--- src/rtl/uart_rx_pkg.sv ---
// uart_rx shared definitions: FSM state encoding, majority-vote
// sample offsets around the bit centre, and the 2-of-3 vote helper.
package uart_rx_pkg;

    localparam logic [2:0] ST_IDLE   = 3'd0;
    localparam logic [2:0] ST_START  = 3'd1;
    localparam logic [2:0] ST_DATA   = 3'd2;
    localparam logic [2:0] ST_PARITY = 3'd3;
    localparam logic [2:0] ST_STOP   = 3'd4;

    typedef enum logic [2:0] {
        IDLE   = ST_IDLE,
        START  = ST_START,
        DATA   = ST_DATA,
        PARITY = ST_PARITY,
        STOP   = ST_STOP
    } state_e;

    // Sample points relative to P/2 within a bit period
    localparam int SAMP_OFS_EARLY = -1;
    localparam int SAMP_OFS_MID   = 0;
    localparam int SAMP_OFS_LATE  = 1;

    function automatic logic maj3(input logic a, input logic b, input logic c);
        return (a & b) | (a & c) | (b & c);
    endfunction

endpackage

--- src/rtl/rx_data_sampler.sv ---
// Synchronizes the serial line and recovers each bit by 2-of-3 vote.
// Ports: CLK, Reset (async low), Rx_in (raw line), presc_i (latched
// prescale), edge_cnt_i (position within bit) -> rx_s_o (synchronized
// line), sampled_bit_o (voted bit), bit_decided_o (vote valid this cycle).
module rx_data_sampler
    import uart_rx_pkg::*;
#(
    parameter int PRESC_W = 6
) (
    input  logic               CLK,
    input  logic               Reset,
    input  logic               Rx_in,
    input  logic [PRESC_W-1:0] presc_i,
    input  logic [PRESC_W-1:0] edge_cnt_i,
    output logic               rx_s_o,
    output logic               sampled_bit_o,
    output logic               bit_decided_o
);

    logic               sync1_q;
    logic               sync2_q;
    logic               samp_a_q;
    logic               samp_b_q;
    logic [PRESC_W-1:0] half;
    logic               at_early;
    logic               at_mid;
    logic               at_late;

    assign half     = presc_i >> 1;
    assign at_early = (edge_cnt_i == half + PRESC_W'(SAMP_OFS_EARLY));
    assign at_mid   = (edge_cnt_i == half + PRESC_W'(SAMP_OFS_MID));
    assign at_late  = (edge_cnt_i == half + PRESC_W'(SAMP_OFS_LATE));

    always_ff @(posedge CLK or negedge Reset) begin
        if (!Reset) begin
            sync1_q  <= 1'b1;
            sync2_q  <= 1'b1;
            samp_a_q <= 1'b1;
            samp_b_q <= 1'b1;
        end else begin
            sync1_q <= Rx_in;
            sync2_q <= sync1_q;
            if (at_early) samp_a_q <= sync2_q;
            if (at_mid)   samp_b_q <= sync2_q;
        end
    end

    // Third sample is the live synchronized value, so the vote is
    // available combinationally in the late-sample cycle.
    assign rx_s_o        = sync2_q;
    assign sampled_bit_o = maj3(samp_a_q, samp_b_q, sync2_q);
    assign bit_decided_o = at_late;

endmodule

--- src/rtl/uart_rx.sv ---
// UART receiver: start/data/parity/stop framing on an oversampled clock.
// Ports: CLK, Reset (async low), Rx_in, Prescale, Parity_EN, Parity_type
// -> P_Data (last good word), Data_valid, Parity_error, Stop_error pulses.
module uart_rx
    import uart_rx_pkg::*;
#(
    parameter int width   = 8,
    parameter int PRESC_W = 6
) (
    input  logic               CLK,
    input  logic               Reset,
    input  logic               Rx_in,
    input  logic [PRESC_W-1:0] Prescale,
    input  logic               Parity_EN,
    input  logic               Parity_type,
    output logic [width-1:0]   P_Data,
    output logic               Data_valid,
    output logic               Parity_error,
    output logic               Stop_error
);

    localparam int BCW = (width > 1) ? $clog2(width) : 1;

    state_e             state_q,    state_d;
    logic [PRESC_W-1:0] edge_cnt_q, edge_cnt_d;
    logic [BCW-1:0]     bit_cnt_q,  bit_cnt_d;
    logic [PRESC_W-1:0] presc_q,    presc_d;
    logic               pen_q,      pen_d;
    logic               ptype_q,    ptype_d;
    logic [width-1:0]   shift_q,    shift_d;
    logic               par_err_q,  par_err_d;
    logic [width-1:0]   pdata_q,    pdata_d;
    logic               dv_q,       dv_d;
    logic               pe_q,       pe_d;
    logic               se_q,       se_d;

    logic               rx_s;
    logic               samp_bit;
    logic               decided;
    logic               edge_last;
    logic               exp_par;
    logic [width:0]     shift_in;

    rx_data_sampler #(
        .PRESC_W (PRESC_W)
    ) u_sampler (
        .CLK           (CLK),
        .Reset         (Reset),
        .Rx_in         (Rx_in),
        .presc_i       (presc_q),
        .edge_cnt_i    (edge_cnt_q),
        .rx_s_o        (rx_s),
        .sampled_bit_o (samp_bit),
        .bit_decided_o (decided)
    );

    assign edge_last = (edge_cnt_q == presc_q - 1'b1);
    assign exp_par   = ptype_q ? ~^shift_q : ^shift_q;
    assign shift_in  = {samp_bit, shift_q};

    always_ff @(posedge CLK or negedge Reset) begin
        if (!Reset) begin
            state_q    <= IDLE;
            edge_cnt_q <= '0;
            bit_cnt_q  <= '0;
            presc_q    <= '0;
            pen_q      <= 1'b0;
            ptype_q    <= 1'b0;
            shift_q    <= '0;
            par_err_q  <= 1'b0;
            pdata_q    <= '0;
            dv_q       <= 1'b0;
            pe_q       <= 1'b0;
            se_q       <= 1'b0;
        end else begin
            state_q    <= state_d;
            edge_cnt_q <= edge_cnt_d;
            bit_cnt_q  <= bit_cnt_d;
            presc_q    <= presc_d;
            pen_q      <= pen_d;
            ptype_q    <= ptype_d;
            shift_q    <= shift_d;
            par_err_q  <= par_err_d;
            pdata_q    <= pdata_d;
            dv_q       <= dv_d;
            pe_q       <= pe_d;
            se_q       <= se_d;
        end
    end

    always_comb begin
        state_d    = state_q;
        edge_cnt_d = edge_cnt_q + 1'b1;
        bit_cnt_d  = bit_cnt_q;
        presc_d    = presc_q;
        pen_d      = pen_q;
        ptype_d    = ptype_q;
        shift_d    = shift_q;
        par_err_d  = par_err_q;
        pdata_d    = pdata_q;
        dv_d       = 1'b0;
        pe_d       = 1'b0;
        se_d       = 1'b0;

        unique case (state_q)
            IDLE: begin
                edge_cnt_d = '0;
                bit_cnt_d  = '0;
                if (!rx_s) begin
                    state_d   = START;
                    presc_d   = Prescale;
                    pen_d     = Parity_EN;
                    ptype_d   = Parity_type;
                    par_err_d = 1'b0;
                end
            end
            START: begin
                if (decided && samp_bit) begin
                    state_d    = IDLE;
                    edge_cnt_d = '0;
                end else if (edge_last) begin
                    state_d    = DATA;
                    edge_cnt_d = '0;
                end
            end
            DATA: begin
                if (decided) shift_d = shift_in[width:1];
                if (edge_last) begin
                    edge_cnt_d = '0;
                    if (bit_cnt_q == BCW'(width - 1)) begin
                        bit_cnt_d = '0;
                        state_d   = pen_q ? PARITY : STOP;
                    end else begin
                        bit_cnt_d = bit_cnt_q + 1'b1;
                    end
                end
            end
            PARITY: begin
                if (decided) par_err_d = (samp_bit != exp_par);
                if (edge_last) begin
                    state_d    = STOP;
                    edge_cnt_d = '0;
                end
            end
            STOP: begin
                // Leave at the decision point so a start bit right after
                // the stop bit is still caught.
                if (decided) begin
                    state_d    = IDLE;
                    edge_cnt_d = '0;
                    se_d       = ~samp_bit;
                    pe_d       = par_err_q;
                    dv_d       = samp_bit & ~par_err_q;
                    if (samp_bit && !par_err_q) pdata_d = shift_q;
                end
            end
            default: begin
                state_d    = IDLE;
                edge_cnt_d = '0;
            end
        endcase
    end

    assign P_Data       = pdata_q;
    assign Data_valid   = dv_q;
    assign Parity_error = pe_q;
    assign Stop_error   = se_q;

endmodule

--- config.mk ---
export PLATFORM = sky130hd
export DESIGN_NAME = uart_rx
export DESIGN_NICKNAME = d
export VERILOG_FILES = /design/src/rtl/uart_rx_pkg.sv /design/src/rtl/rx_data_sampler.sv /design/src/rtl/uart_rx.sv
export SDC_FILE = /design/constraint.sdc
export NUM_CORES = 1
export LEC_CHECK = 0
export BUFFER_PORTS_ARGS = -buffer_cell sky130_fd_sc_hd__buf_4
export CAP_MARGIN = 25
export CORE_AREA = 8 8 75 77
export DETAILED_ROUTE_END_ITERATION = 10
export DIE_AREA = 0 0 83 85
export PLACE_DENSITY_LB_ADDON = 0.05
export SYNTH_ARGS = -nofsm -noshare
export SYNTH_HDL_FRONTEND = slang
export SYNTH_HIERARCHICAL = 1
export SYNTH_SLANG_ARGS = --single-unit
--- constraint.sdc ---
create_clock -name CLK -period 6.5 [get_ports CLK]
set_input_delay 1.3 -clock CLK [delete_from_list [all_inputs] [get_ports CLK]]
set_output_delay 1.3 -clock CLK [all_outputs]
set_load 0.02 [all_outputs]
==> report_table.html, run 1 <==
<table>
<tr><th>Metric</th><th>Value</th></tr>
<tr><th colspan="2">Logic synthesis</th></tr>
<tr><td>Synth top area cells</td><td>dfrtp_1 42%, mux2_2 10%, xnor2_1 8.5%</td></tr>
<tr><td>Sequential fraction of the synthesis area</td><td>0.4687</td></tr>
<tr><td>Area share of the largest cell type after synthesis</td><td>0.4242</td></tr>
<tr><td>Number of synthesis warnings</td><td>6</td></tr>
<tr><td>Synth Net Count</td><td>232</td></tr>
<tr><td>Post-synth EDFFs</td><td>0</td></tr>
<tr><td>Seq cells post-synth</td><td>44</td></tr>
<tr><td>Dominant cell type by area after synthesis</td><td>dfrtp_1</td></tr>
<tr><td>Count of mapped cells out of synthesis</td><td>215</td></tr>
<tr><td>Most common flop cell mapped by yosys</td><td>dfrtp_1</td></tr>
<tr><td>Async set-reset flop share out of synthesis</td><td>1.000</td></tr>
<tr><td>Number of library cell types mapped by synthesis</td><td>48</td></tr>
<tr><td>Synthesized area</td><td>2360 um^2</td></tr>
<tr><td>Mapped Avg Cell Area</td><td>10.98 um^2</td></tr>
<tr><th colspan="2">STA</th></tr>
<tr><td>Upper clock frequency limit</td><td>343.4 MHz</td></tr>
<tr><td>Slew @ Worst Pin</td><td>0.7057 ns</td></tr>
<tr><td>Setup TNS</td><td>0 ns</td></tr>
<tr><td>Hold violation count in the final report</td><td>0</td></tr>
<tr><td>Min Tclk post-route</td><td>2.912 ns</td></tr>
<tr><td>Final max-slew violation count</td><td>0</td></tr>
<tr><td>Normalized max-slew margin</td><td>0.5246</td></tr>
<tr><td>Count of endpoints failing setup in the final report</td><td>0</td></tr>
<tr><td>Worst clock skew</td><td>0.007440 ns</td></tr>
<tr><td>Share of the clock period used by the worst path</td><td>0.4479</td></tr>
<tr><td>Setup repair after global routing missed its margin</td><td>no</td></tr>
<tr><th colspan="2">Worst setup path</th></tr>
<tr><td>Arrival time at the worst endpoint</td><td>3.09 ns</td></tr>
<tr><td>Timing startpoint of the critical path</td><td>presc_q[2]$_DFFE_PN0P_</td></tr>
<tr><td>Kind of cell adding the most delay to the critical path</td><td>simple AND/OR/NAND/NOR gates</td></tr>
<tr><td>Endpoint required time on the critical path</td><td>6.68 ns</td></tr>
<tr><td>Flop2flop setup slack</td><td>3.59 ns</td></tr>
<tr><td>Number of buffers and inverters on the critical path</td><td>2</td></tr>
<tr><td>Critical-path cell list</td><td>inv_1 &gt; ha_1 &gt; xnor2_1 &gt; nand2b_1 &gt; a2111oi_0 &gt; dlymetal6s2s_1 &gt; nand2_1 &gt; nor2_1 &gt; mux2_2</td></tr>
<tr><td>Worst flop-to-flop path endpoint</td><td>shift_q[1]$_DFFE_PN0P_</td></tr>
<tr><td>Start of the worst register-to-register path</td><td>presc_q[2]$_DFFE_PN0P_</td></tr>
<tr><td>Worst setup path class</td><td>reg2reg</td></tr>
<tr><td>Slowest cell on crit path</td><td>dfrtp_1</td></tr>
<tr><td>Critical path capture point</td><td>shift_q[1]$_DFFE_PN0P_</td></tr>
<tr><td>Crit start category</td><td>flip-flop</td></tr>
<tr><td>Worst r2r path cells</td><td>9</td></tr>
<tr><td>Slowest stage delay, CP</td><td>0.54 ns</td></tr>
<tr><td>Sort of element at the end of the critical path</td><td>flip-flop</td></tr>
<tr><td>Worst-path maximum fanout</td><td>11</td></tr>
<tr><td>Cell count along the critical path</td><td>9</td></tr>
<tr><th colspan="2">Pwr</th></tr>
<tr><td>Leakage Power</td><td>1.197 nW</td></tr>
<tr><td>Power density normalized to cell area</td><td>397.2 nW/um^2</td></tr>
<tr><td>Highest ir drop seen on vdd</td><td>0.1856 mV</td></tr>
<tr><td>Pwr Total</td><td>1.061 mW</td></tr>
<tr><th colspan="2">Floorplanning</th></tr>
<tr><td>Die Footprint</td><td>7055 um^2</td></tr>
<tr><td>DIE HEIGHT</td><td>85 um</td></tr>
<tr><td>Io pins</td><td>22</td></tr>
<tr><td>Width of the die</td><td>83 um</td></tr>
<tr><td>Initial standard-cell utilization of the core</td><td>0.5203</td></tr>
<tr><td>Site row count</td><td>25</td></tr>
<tr><td>CORE AREA</td><td>4536 um^2</td></tr>
<tr><th colspan="2">Clock tree</th></tr>
<tr><td>Post-cts repair resize count</td><td>0</td></tr>
<tr><td>Setup bufs post-CTS</td><td>0</td></tr>
<tr><td>Depth of the CTS H-tree</td><td>2</td></tr>
<tr><td>Longest Clk Path Bufs</td><td>2</td></tr>
<tr><td>CTS Buf Count</td><td>5</td></tr>
<tr><td>Clock-pin slew of the registers on the worst-case setup and hold paths</td><td>0.08 ns</td></tr>
<tr><td>Latest clock arrival within the worst-skew pair</td><td>0.29 ns</td></tr>
<tr><td>CTS root buffer</td><td>clkbuf_8</td></tr>
<tr><td>TritonCTS Sinks</td><td>44</td></tr>
<tr><td>CTS hold repair buffers</td><td>0</td></tr>
<tr><td>CTS tree</td><td>built</td></tr>
<tr><th colspan="2">Global route</th></tr>
<tr><td>Via count of the first global-routing pass</td><td>1748</td></tr>
<tr><td>Number of antenna violations at the first check in global routing</td><td>0</td></tr>
<tr><td>Overall global routing resource usage</td><td>0.1463</td></tr>
<tr><td>First-pass GRT wire length</td><td>8700 um</td></tr>
<tr><td>Largest net degree at the start of global routing</td><td>45</td></tr>
<tr><td>Global route overflow</td><td>0</td></tr>
<tr><th colspan="2">Placement</th></tr>
<tr><td>HPWL after DPL</td><td>3579 um</td></tr>
<tr><td>Global placer's final weighted congestion</td><td>0.9193</td></tr>
<tr><td>Port Buffers</td><td>21</td></tr>
<tr><th colspan="2">Drt</th></tr>
<tr><td>Routed length per placed instance</td><td>16.49 um</td></tr>
<tr><td>Iteration-0 DRC count of the detailed router</td><td>168</td></tr>
<tr><td>Number of optimization iterations in the first detailed-route pass</td><td>4</td></tr>
<tr><td>Count of antenna-violating nets left after detailed routing</td><td>0</td></tr>
<tr><td>Total number of vias</td><td>1669</td></tr>
<tr><td>DR DRC count</td><td>0</td></tr>
<tr><td>Average via count per standard cell</td><td>5.677</td></tr>
<tr><td>Routed Wire Length</td><td>4849 um</td></tr>
<tr><th colspan="2">Layout</th></tr>
<tr><td>ANT cells</td><td>0</td></tr>
<tr><td>Synth-to-layout area growth</td><td>13.20%</td></tr>
<tr><td>Layout fillers</td><td>396</td></tr>
<tr><td>Area of the multi-input gates</td><td>1196 um^2</td></tr>
<tr><td>Share of cells above drive strength 1</td><td>0.2500</td></tr>
<tr><td>Register Area</td><td>1106 um^2</td></tr>
<tr><td>Nets@finish</td><td>256</td></tr>
<tr><th colspan="2">Job</th></tr>
<tr><td>Max-cap violations</td><td>0</td></tr>
<tr><th colspan="2">Worst hold path</th></tr>
<tr><td>Worst min-delay path category</td><td>reg2reg</td></tr>
<tr><th colspan="2">Run status</th></tr>
<tr><td>Run status</td><td>finished clean</td></tr>
</table>
==> final cells by class <==
type,instances,share of cell area
well taps,54,0.02529
flip-flops and latches,44,0.4141
multi-input cells,157,0.4478
repair buffers,23,0.06651
clock inverters,1,0.002810
clock buffers,7,0.03232
inverters,8,0.01124
==> stage by stage <==
stage	worst slack, ns	instance area (um^2)	utilization	hold slack (ns)	std cells
after floorplan	3.753	2360	-	0.3452	215
after global placement	3.316	2557	0.5639	0.3460	284
after detailed placement	3.151	2565	0.5655	0.3478	285
after CTS	3.129	2659	0.5862	0.3535	293
after global routing	3.350	2671	0.5890	0.3579	294
final	3.588	2671	0.5890	0.3524	294
==> flip-flops by register name (all words and copies together), names as in the netlist <==
register / cells
Data_valid: 1
P_Data: 8
Parity_error: 1
Stop_error: 1
bit_cnt_q: 3
edge_cnt_q: 6
par_err_q: 1
pen_q: 1
presc_q: 6
ptype_q: 1
shift_q: 8
state_q: 3
u_sampler/rx_s_o: 1
u_sampler/samp_a_q: 1
u_sampler/samp_b_q: 1
u_sampler/sync1_q: 1
==> per-layer routing <==
metal	track usage	wire, um
met5	0	0
met4	0.04153	61
met3	0.04119	211
met2	0.2320	2320
met1	0.1888	2255
==> cell usage in the layout, fill, tap and decap left out, drive strengths merged, types with 2 or more instances in the layout <==
cell type / count
nor2b: 3
nor3: 3
xnor2: 23
buf: 22
a2111oi: 2
xor2: 6
and3: 2
or4: 4
nand2b: 5
or2: 2
or3: 2
ha: 6
a21o: 2
clkbuf: 7
nand4: 3
nand3b: 2
nand2: 11
inv: 8
mux2: 23
dfrtp: 40
nand3: 9
a21oi: 8
nor2: 13
dfstp: 4
a32o: 2
o211ai: 5
o21ai: 7
==> cell families after synthesis <==
group / after synthesis / synth area share
buf+inv: 14 / 0.02704
flops: 44 / 0.4687
mux: 23 / 0.1098
compound gates: 35 / 0.1087
xor+xnor: 29 / 0.1076
fa+ha+maj: 7 / 0.03605
simple gates: 63 / 0.1421
==> how the worst min path moves through the flow <==
stage	startpoint	endpoint	slack [ns]	cells past startpoint
CTS	u_sampler/sync1_q$_DFF_PN1_	u_sampler/rx_s_o$_DFF_PN1_	0.35	0
detailed placement	u_sampler/sync1_q$_DFF_PN1_	u_sampler/rx_s_o$_DFF_PN1_	0.35	0
global placement	u_sampler/sync1_q$_DFF_PN1_	u_sampler/rx_s_o$_DFF_PN1_	0.35	0
floorplan	u_sampler/sync1_q$_DFF_PN1_	u_sampler/rx_s_o$_DFF_PN1_	0.35	0
finish	u_sampler/sync1_q$_DFF_PN1_	u_sampler/rx_s_o$_DFF_PN1_	0.35	0
global route	u_sampler/sync1_q$_DFF_PN1_	u_sampler/rx_s_o$_DFF_PN1_	0.36	0
==> cell usage after synthesis, drive strengths merged, types with 2 or more instances <==
cell     number
mux2         23
nor2         13
nor2b         3
nand2        11
or3           2
clkbuf        4
a21o          2
and3          2
o21ai         7
nand2b        5
or4           4
xor2          6
a21oi         8
dfrtp        40
ha            6
o211ai        5
buf           2
nand3         9
nor3          3
nand4         3
nand3b        2
xnor2        23
a32o          2
a2111oi       2
or2           2
inv           8
dfstp         4
==> power by group <==
part	leakage (nW)	total (mW)	internal, mW	switching, mW
registers	0.573	0.451	0.337	0.114
clock network	0.0445	0.177	0.0864	0.0903
logic	0.580	0.434	0.218	0.216
Note: power is estimated with default switching activity, not from simulation.
==> run 2: changes to the inputs <==
CORE_AREA = 8 8 76 78   (was 8 8 75 77)
DIE_AREA = 0 0 84 86   (was 0 0 83 85)
clock period = 2.34 ns   (was 6.5 ns; I/O delays follow)
==> report_table.html, run 2 (same netlist as run 1, synthesis figures left out) <==
<table>
<tr><th>Metric</th><th>Value</th></tr>
<tr><th colspan="2">Worst setup path</th></tr>
<tr><td>Crit start category</td><td>flip-flop</td></tr>
<tr><td>Start of the worst register-to-register path</td><td>edge_cnt_q[4]$_DFF_PN0_</td></tr>
<tr><td>Endpoint required time on the critical path</td><td>2.52 ns (-4.16 ns)</td></tr>
<tr><td>Timing startpoint of the critical path</td><td>edge_cnt_q[4]$_DFF_PN0_</td></tr>
<tr><td>Arrival time at the worst endpoint</td><td>2.54 ns (-0.55 ns)</td></tr>
<tr><td>Worst-path maximum fanout</td><td>8 (-3)</td></tr>
<tr><td>Sort of element at the end of the critical path</td><td>flip-flop</td></tr>
<tr><td>Worst setup path class</td><td>reg2reg</td></tr>
<tr><th colspan="2">Floorplanning</th></tr>
<tr><td>Initial standard-cell utilization of the core</td><td>0.5132 (-0.007079)</td></tr>
<tr><td>Io pins</td><td>22 (unchanged)</td></tr>
<tr><td>Die Footprint</td><td>7224 um^2 (+2.4%)</td></tr>
<tr><td>DIE HEIGHT</td><td>86 um (+1.2%)</td></tr>
<tr><td>CORE AREA</td><td>4598 um^2 (+1.4%)</td></tr>
<tr><td>Site row count</td><td>25 (unchanged)</td></tr>
<tr><td>Width of the die</td><td>84 um (+1.2%)</td></tr>
<tr><th colspan="2">Layout</th></tr>
<tr><td>Leading cell type in the layout, fill and taps excluded</td><td>buf_4</td></tr>
<tr><td>Final instance area</td><td>2979 um^2 (+12%)</td></tr>
<tr><td>Cell Count, Final, Fillers Out</td><td>316 (+7.5%)</td></tr>
<tr><td>Nets@finish</td><td>278 (+8.6%)</td></tr>
<tr><td>Layout fillers</td><td>360 (-9.1%)</td></tr>
<tr><td>Commonest non-fill, non-tap cells in the layout</td><td>44 x buf_4, 37 x dfrtp_1, 21 x xnor2_1, 12 x nor2_1, 12 x mux2_2</td></tr>
<tr><td>Share of cells above drive strength 1</td><td>0.3779 (+0.1279)</td></tr>
<tr><td>ANT cells</td><td>0 (unchanged)</td></tr>
<tr><td>Synth-to-layout area growth</td><td>26.25%</td></tr>
<tr><th colspan="2">STA</th></tr>
<tr><td>Min Tclk post-route</td><td>2.363 ns (-0.5487 ns)</td></tr>
<tr><td>Setup WS post-layout</td><td>-0.02292 ns (-3.611 ns)</td></tr>
<tr><td>Upper clock frequency limit</td><td>423.2 MHz (+23%)</td></tr>
<tr><td>Worst clock skew</td><td>0.006414 ns (-0.001027 ns)</td></tr>
<tr><td>Normalized max-slew margin</td><td>0.6307 (+0.1062)</td></tr>
<tr><td>Final max-slew violation count</td><td>0 (unchanged)</td></tr>
<tr><td>Setup repair after global routing missed its margin</td><td>yes</td></tr>
<tr><td>Count of endpoints failing setup in the final report</td><td>9 (+9)</td></tr>
<tr><td>Slew @ Worst Pin</td><td>0.5539 ns (-0.1518 ns)</td></tr>
<tr><td>Hold violation count in the final report</td><td>0 (unchanged)</td></tr>
<tr><td>Worst hold slack</td><td>0.1633 ns (-0.1891 ns)</td></tr>
<tr><td>Share of the clock period used by the worst path</td><td>1.010 (+0.5619)</td></tr>
<tr><th colspan="2">Placement</th></tr>
<tr><td>Number of cells in the design after placement</td><td>305 (+7.0%)</td></tr>
<tr><td>Global placer's final weighted congestion</td><td>0.8596 (-6.5%)</td></tr>
<tr><td>Post-placement cell area</td><td>2768 um^2 (+7.9%)</td></tr>
<tr><td>Port Buffers</td><td>21 (unchanged)</td></tr>
<tr><td>Post-place setup slack</td><td>-0.05418 ns (-3.205 ns)</td></tr>
<tr><td>HPWL after DPL</td><td>3976 um (+11%)</td></tr>
<tr><th colspan="2">Run status</th></tr>
<tr><td>Violations in the final reports</td><td>setup timing</td></tr>
<tr><td>Run status</td><td>finished, violations left</td></tr>
<tr><th colspan="2">Clock tree</th></tr>
<tr><td>Latest clock arrival within the worst-skew pair</td><td>0.29 ns (about the same)</td></tr>
<tr><td>TritonCTS Sinks</td><td>44 (unchanged)</td></tr>
<tr><td>Depth of the CTS H-tree</td><td>2 (unchanged)</td></tr>
<tr><td>CTS hold repair buffers</td><td>0 (unchanged)</td></tr>
<tr><td>CTS Buf Count</td><td>5 (unchanged)</td></tr>
<tr><td>Longest Clk Path Bufs</td><td>2 (unchanged)</td></tr>
<tr><td>Clock-pin slew of the registers on the worst-case setup and hold paths</td><td>0.08 ns (about the same)</td></tr>
<tr><td>CTS tree</td><td>built</td></tr>
<tr><td>CTS root buffer</td><td>clkbuf_8</td></tr>
<tr><th colspan="2">Pwr</th></tr>
<tr><td>Highest ir drop seen on vdd</td><td>0.5081 mV (+170%)</td></tr>
<tr><td>Int Power</td><td>2.164 mW (+240%)</td></tr>
<tr><td>Power share of the clock group</td><td>0.161 (-0.005)</td></tr>
<tr><td>Leakage Power</td><td>1.338 nW (+12%)</td></tr>
<tr><td>Total net switching power</td><td>1.339 mW (+220%)</td></tr>
<tr><td>Pwr Total</td><td>3.502 mW (+230%)</td></tr>
<tr><td>Switch share</td><td>0.3822 (-0.01391)</td></tr>
<tr><td>Fraction of power consumed by combinational cells</td><td>0.503 (+0.094)</td></tr>
<tr><td>Sequential fraction of design power</td><td>0.336 (-0.089)</td></tr>
<tr><td>Power density normalized to cell area</td><td>1176 nW/um^2 (+200%)</td></tr>
<tr><th colspan="2">Drt</th></tr>
<tr><td>Iteration-0 DRC count of the detailed router</td><td>68 (-60%)</td></tr>
<tr><td>DR DRC count</td><td>0 (unchanged)</td></tr>
<tr><td>Routed Wire Length</td><td>5476 um (+13%)</td></tr>
<tr><td>Routed length per placed instance</td><td>17.33 um (+5.1%)</td></tr>
<tr><td>Count of antenna-violating nets left after detailed routing</td><td>0 (unchanged)</td></tr>
<tr><td>Number of optimization iterations in the first detailed-route pass</td><td>4 (unchanged)</td></tr>
<tr><td>Average via count per standard cell</td><td>5.731 (+0.95%)</td></tr>
<tr><td>Total number of vias</td><td>1811 (+8.5%)</td></tr>
<tr><th colspan="2">Job</th></tr>
<tr><td>Max-cap violations</td><td>0 (unchanged)</td></tr>
<tr><th colspan="2">Global route</th></tr>
<tr><td>Global route overflow</td><td>0 (unchanged)</td></tr>
<tr><td>Largest net degree at the start of global routing</td><td>45 (unchanged)</td></tr>
<tr><td>Number of antenna violations at the first check in global routing</td><td>0 (unchanged)</td></tr>
<tr><td>First-pass GRT wire length</td><td>9066 um (+4.2%)</td></tr>
<tr><td>Overall global routing resource usage</td><td>0.1538 (+0.007537)</td></tr>
<tr><td>Via count of the first global-routing pass</td><td>1930 (+10%)</td></tr>
<tr><th colspan="2">Worst hold path</th></tr>
<tr><td>Worst min-delay path category</td><td>in2async</td></tr>
</table>
run 2: changes by cell type in the layout (fill, tap and decap cells not counted), moves of 3 or more:
cell     delta
mux2_2      -9
buf_4      +22
dfrtp_2     +3
mux2_4      +9
dfrtp_1     -3
run 2: repair_timing:
action	4_1_cts	5_1_grt
endpoints found under the setup margin	9	26
pin swaps	5	9
buffers inserted	1	2
gates resized for setup	1	21
run 2: power by group through the flow:
stage               Combinational [mW]  Sequential (mW)  Clock [mW]
CTS                               1.61             1.17       0.586
detailed placement                1.59             1.18           0
finish                            1.76             1.18       0.562
global route                      1.92             1.20       0.613
global placement                  1.53             1.17           0
floorplan                         1.13             1.13           0
run 2: per-layer routing:
metal,GRT usage,share of wire,up-vias
met5,0,0,-
met4,0.06279,0.020,0
li1,-,-,856
met3,0.03981,0.031,12
met1,0.1773,0.41,898
met2,0.2646,0.53,45
run 2: final cells by class:
class,instances,area [um^2],area share
Clock buffer,6,72.57,0.02436
Clock inverter,2,35.03,0.01176
Inverter,8,30.03,0.01008
Multi-Input combinational cell,157,1314,0.4410
Sequential cell,44,1110,0.3725
Tap cell,54,67.56,0.02268
Timing Repair Buffer,45,350.3,0.1176
run 2: final timing paths:
check / to / slack, ns / cells after the start
min: P_Data[3]$_DFFE_PN0P_ / 0.16 / 1
min in group CLK: u_sampler/sync1_q$_DFF_PN1_ / 0.28 / 1
min reg2reg: u_sampler/rx_s_o$_DFF_PN1_ / 0.36 / 0
max: shift_q[2]$_DFFE_PN0P_ / -0.02 / 8
max reg2reg: shift_q[2]$_DFFE_PN0P_ / -0.02 / 8
max in group asynchronous: presc_q[1]$_DFFE_PN0P_ / 1.76 / 1
run 2: metrics by stage:
stage | setup TNS [ns] | util
floorplan | 0 | -
detailed placement | -0.2212 | 0.6019
finish | -0.1263 | 0.6479
CTS | 0 | 0.6272
global route | -1.844 | 0.6479
global placement | 0 | 0.6019
run 2: critical path, stage by stage (launching register included):
cell and delay [ns]:
dfrtp_1 0.42, xor2_1 0.31, nand4_1 0.24, a2111oi_4 0.45, buf_4 0.21, nand2_4 0.05
nor2_4 0.13, buf_12 0.15, mux2_4 0.30
==> run 3: changes to the inputs <==
CORE_AREA = 8 8 92 94   (was 8 8 76 78)
DIE_AREA = 0 0 100 102   (was 0 0 84 86)
==> report_table.html, run 3 (same netlist as run 1, synthesis figures left out) <==
<table>
<tr><th>Metric</th><th>Value</th></tr>
<tr><th colspan="2">STA</th></tr>
<tr><td>Normalized max-slew margin</td><td>0.6217 (-0.009040)</td></tr>
<tr><td>Upper clock frequency limit</td><td>430.1 MHz (+1.6%)</td></tr>
<tr><td>Slew @ Worst Pin</td><td>0.5675 ns (+0.01356 ns)</td></tr>
<tr><td>Worst hold slack</td><td>0.1566 ns (-0.006681 ns)</td></tr>
<tr><td>Worst clock skew</td><td>0.009278 ns (+0.002864 ns)</td></tr>
<tr><td>Hold violation count in the final report</td><td>0 (unchanged)</td></tr>
<tr><td>Min Tclk post-route</td><td>2.325 ns (-0.03811 ns)</td></tr>
<tr><td>Setup WS post-layout</td><td>0.01519 ns (+0.03811 ns)</td></tr>
<tr><td>Setup repair after global routing missed its margin</td><td>yes</td></tr>
<tr><td>Count of endpoints failing setup in the final report</td><td>0 (-9)</td></tr>
<tr><td>Setup TNS</td><td>0 ns (+0.1263 ns)</td></tr>
<tr><td>Share of the clock period used by the worst path</td><td>0.9935 (-0.01629)</td></tr>
<tr><td>Final max-slew violation count</td><td>0 (unchanged)</td></tr>
<tr><th colspan="2">Placement</th></tr>
<tr><td>Number of cells in the design after placement</td><td>358 (+17%)</td></tr>
<tr><td>Global placer's final weighted congestion</td><td>0.7745 (-9.9%)</td></tr>
<tr><td>Post-placement cell area</td><td>2884 um^2 (+4.2%)</td></tr>
<tr><td>HPWL after DPL</td><td>3958 um (-0.45%)</td></tr>
<tr><td>Post-place setup slack</td><td>-0.08619 ns (-0.03201 ns)</td></tr>
<tr><td>Port Buffers</td><td>21 (unchanged)</td></tr>
<tr><th colspan="2">Layout</th></tr>
<tr><td>Cell Count, Final, Fillers Out</td><td>370 (+17%)</td></tr>
<tr><td>Synth-to-layout area growth</td><td>34.99%</td></tr>
<tr><td>Leading cell type in the layout, fill and taps excluded</td><td>buf_4</td></tr>
<tr><td>Share of cells above drive strength 1</td><td>0.4207 (+0.04280)</td></tr>
<tr><td>Register Area</td><td>1111 um^2 (+0.11%)</td></tr>
<tr><td>Commonest non-fill, non-tap cells in the layout</td><td>50 x buf_4, 36 x dfrtp_1, 19 x xnor2_1, 12 x nor2_1, 12 x mux2_2</td></tr>
<tr><td>ANT cells</td><td>0 (unchanged)</td></tr>
<tr><td>Area of the multi-input gates</td><td>1380 um^2 (+5.0%)</td></tr>
<tr><td>Nets@finish</td><td>287 (+3.2%)</td></tr>
<tr><td>Layout fillers</td><td>683 (+90%)</td></tr>
<tr><td>Final instance area</td><td>3186 um^2 (+6.9%)</td></tr>
<tr><td>Utilization of the core after routing</td><td>0.4513 (-0.1966)</td></tr>
<tr><th colspan="2">Floorplanning</th></tr>
<tr><td>CORE AREA</td><td>7059 um^2 (+54%)</td></tr>
<tr><td>Width of the die</td><td>100 um (+19%)</td></tr>
<tr><td>Site row count</td><td>31 (+24%)</td></tr>
<tr><td>Initial standard-cell utilization of the core</td><td>0.3343 (-0.1789)</td></tr>
<tr><td>Io pins</td><td>22 (unchanged)</td></tr>
<tr><td>Die Footprint</td><td>10200 um^2 (+41%)</td></tr>
<tr><td>DIE HEIGHT</td><td>102 um (+19%)</td></tr>
<tr><th colspan="2">Global route</th></tr>
<tr><td>Largest net degree at the start of global routing</td><td>45 (unchanged)</td></tr>
<tr><td>Number of antenna violations at the first check in global routing</td><td>0 (unchanged)</td></tr>
<tr><td>Via count of the first global-routing pass</td><td>1834 (-5.0%)</td></tr>
<tr><td>Overall global routing resource usage</td><td>0.1144 (-0.03941)</td></tr>
<tr><td>Global route overflow</td><td>0 (unchanged)</td></tr>
<tr><td>First-pass GRT wire length</td><td>9197 um (+1.4%)</td></tr>
<tr><th colspan="2">Drt</th></tr>
<tr><td>Average via count per standard cell</td><td>4.738 (-17%)</td></tr>
<tr><td>Count of antenna-violating nets left after detailed routing</td><td>0 (unchanged)</td></tr>
<tr><td>Number of optimization iterations in the first detailed-route pass</td><td>4 (unchanged)</td></tr>
<tr><td>Iteration-0 DRC count of the detailed router</td><td>76 (+12%)</td></tr>
<tr><td>Routed length per placed instance</td><td>14.84 um (-14%)</td></tr>
<tr><td>Routed Wire Length</td><td>5492 um (+0.29%)</td></tr>
<tr><td>Total number of vias</td><td>1753 (-3.2%)</td></tr>
<tr><td>Routed length on met3</td><td>150 um (-12%)</td></tr>
<tr><td>DR DRC count</td><td>0 (unchanged)</td></tr>
<tr><td>Highest metal used</td><td>met4</td></tr>
<tr><td>Routed length on met1</td><td>2475 um (+9.1%)</td></tr>
<tr><td>Total met2 wirelength after detailed routing</td><td>2835 um (-3.0%)</td></tr>
<tr><th colspan="2">Worst setup path</th></tr>
<tr><td>Arrival time at the worst endpoint</td><td>2.52 ns (-0.02 ns)</td></tr>
<tr><td>Start of the worst register-to-register path</td><td>presc_q[1]$_DFFE_PN0P_</td></tr>
<tr><td>Worst-path maximum fanout</td><td>7 (-1)</td></tr>
<tr><td>Worst r2r path cells</td><td>5 (-3)</td></tr>
<tr><td>Crit start category</td><td>flip-flop</td></tr>
<tr><td>Critical path capture point</td><td>state_q[0]$_DFFE_PN0P_</td></tr>
<tr><td>Sort of element at the end of the critical path</td><td>flip-flop</td></tr>
<tr><td>Timing startpoint of the critical path</td><td>presc_q[1]$_DFFE_PN0P_</td></tr>
<tr><td>Flop2flop setup slack</td><td>0.02 ns (+0.04 ns)</td></tr>
<tr><td>Worst flop-to-flop path endpoint</td><td>state_q[0]$_DFFE_PN0P_</td></tr>
<tr><td>Worst setup path class</td><td>reg2reg</td></tr>
<tr><td>Endpoint required time on the critical path</td><td>2.54 ns (+0.02 ns)</td></tr>
<tr><th colspan="2">Pwr</th></tr>
<tr><td>Power density normalized to cell area</td><td>1168 nW/um^2 (-0.66%)</td></tr>
<tr><td>Highest ir drop seen on vdd</td><td>0.3568 mV (-30%)</td></tr>
<tr><td>Leakage Power</td><td>1.396 nW (+4.4%)</td></tr>
<tr><td>Pwr Total</td><td>3.720 mW (+6.2%)</td></tr>
<tr><th colspan="2">Job</th></tr>
<tr><td>Max-cap violations</td><td>0 (unchanged)</td></tr>
<tr><th colspan="2">Clock tree</th></tr>
<tr><td>CTS root buffer</td><td>clkbuf_8</td></tr>
<tr><td>CTS Buf Count</td><td>5 (unchanged)</td></tr>
<tr><td>TritonCTS Sinks</td><td>44 (unchanged)</td></tr>
<tr><td>Depth of the CTS H-tree</td><td>2 (unchanged)</td></tr>
<tr><td>CTS tree</td><td>built</td></tr>
<tr><td>Latest clock arrival within the worst-skew pair</td><td>0.30 ns (about the same)</td></tr>
<tr><td>Longest Clk Path Bufs</td><td>2 (unchanged)</td></tr>
<tr><td>CTS hold repair buffers</td><td>0 (unchanged)</td></tr>
<tr><td>Clock-pin slew of the registers on the worst-case setup and hold paths</td><td>0.09 ns (about the same)</td></tr>
<tr><th colspan="2">Worst hold path</th></tr>
<tr><td>Worst min-delay path category</td><td>in2async</td></tr>
<tr><th colspan="2">Run status</th></tr>
<tr><td>Run status</td><td>finished clean</td></tr>
</table>
[run 3: cell count changes in the layout (fill, tap and decap cells not counted), moves of 2 or more]
cell / before / now
and3_1: 2 / 0
and3_4: 0 / 2
buf_4: 44 / 50
buf_6: 0 / 3
inv_1: 6 / 8
inv_2: 2 / 0
xnor2_1: 21 / 19
[run 3: what timing repair did]
action,4_1_cts,5_1_grt
pin swaps,2,12
setup endpoints to repair,16,23
setup buffers,0,4
resized for setup,5,27
[run 3: metal layers]
layer / global-route usage / vias to the layer above
li1: - / 871
met2: 0.1975 / 14
met5: 0 / -
met3: 0.02861 / 2
met4: 0.03140 / 0
met1: 0.1380 / 866
[run 3: cell type report]
cell class | count | area share
multi-input cells | 157 | 0.4332
clock buffers | 5 | 0.02160
flip-flops and latches | 44 | 0.3488
well taps | 99 | 0.03888
clock inverters | 3 | 0.01335
inverters | 8 | 0.009427
repair buffers | 54 | 0.1347
[run 3: how the worst min path moves through the flow]
stage / start / endpoint / slack [ns] / depth (start not counted)
after CTS: Reset / P_Data[5]$_DFFE_PN0P_ / 0.18 / 1
after detailed placement: u_sampler/sync1_q$_DFF_PN1_ / u_sampler/rx_s_o$_DFF_PN1_ / 0.35 / 0
after floorplan: Reset / Data_valid$_DFF_PN0_ / 0.17 / 0
after global placement: u_sampler/sync1_q$_DFF_PN1_ / u_sampler/rx_s_o$_DFF_PN1_ / 0.35 / 0
final: Reset / P_Data[5]$_DFFE_PN0P_ / 0.16 / 1
after global routing: Reset / P_Data[5]$_DFFE_PN0P_ / 0.20 / 1
[run 3: report_power, final]
part           leakage (nW)  internal (mW)  switching [mW]
clock network        0.0541          0.316           0.272
registers             0.568          0.944           0.227
logic                 0.774           1.06           0.898
[run 3: worst max-delay path: stages (launching register included)]
cell      delay, ns
dfrtp_2        0.46
or3_4          0.38
or4_1          0.47
a32o_2         0.30
or4_4          0.53
o311ai_2       0.09
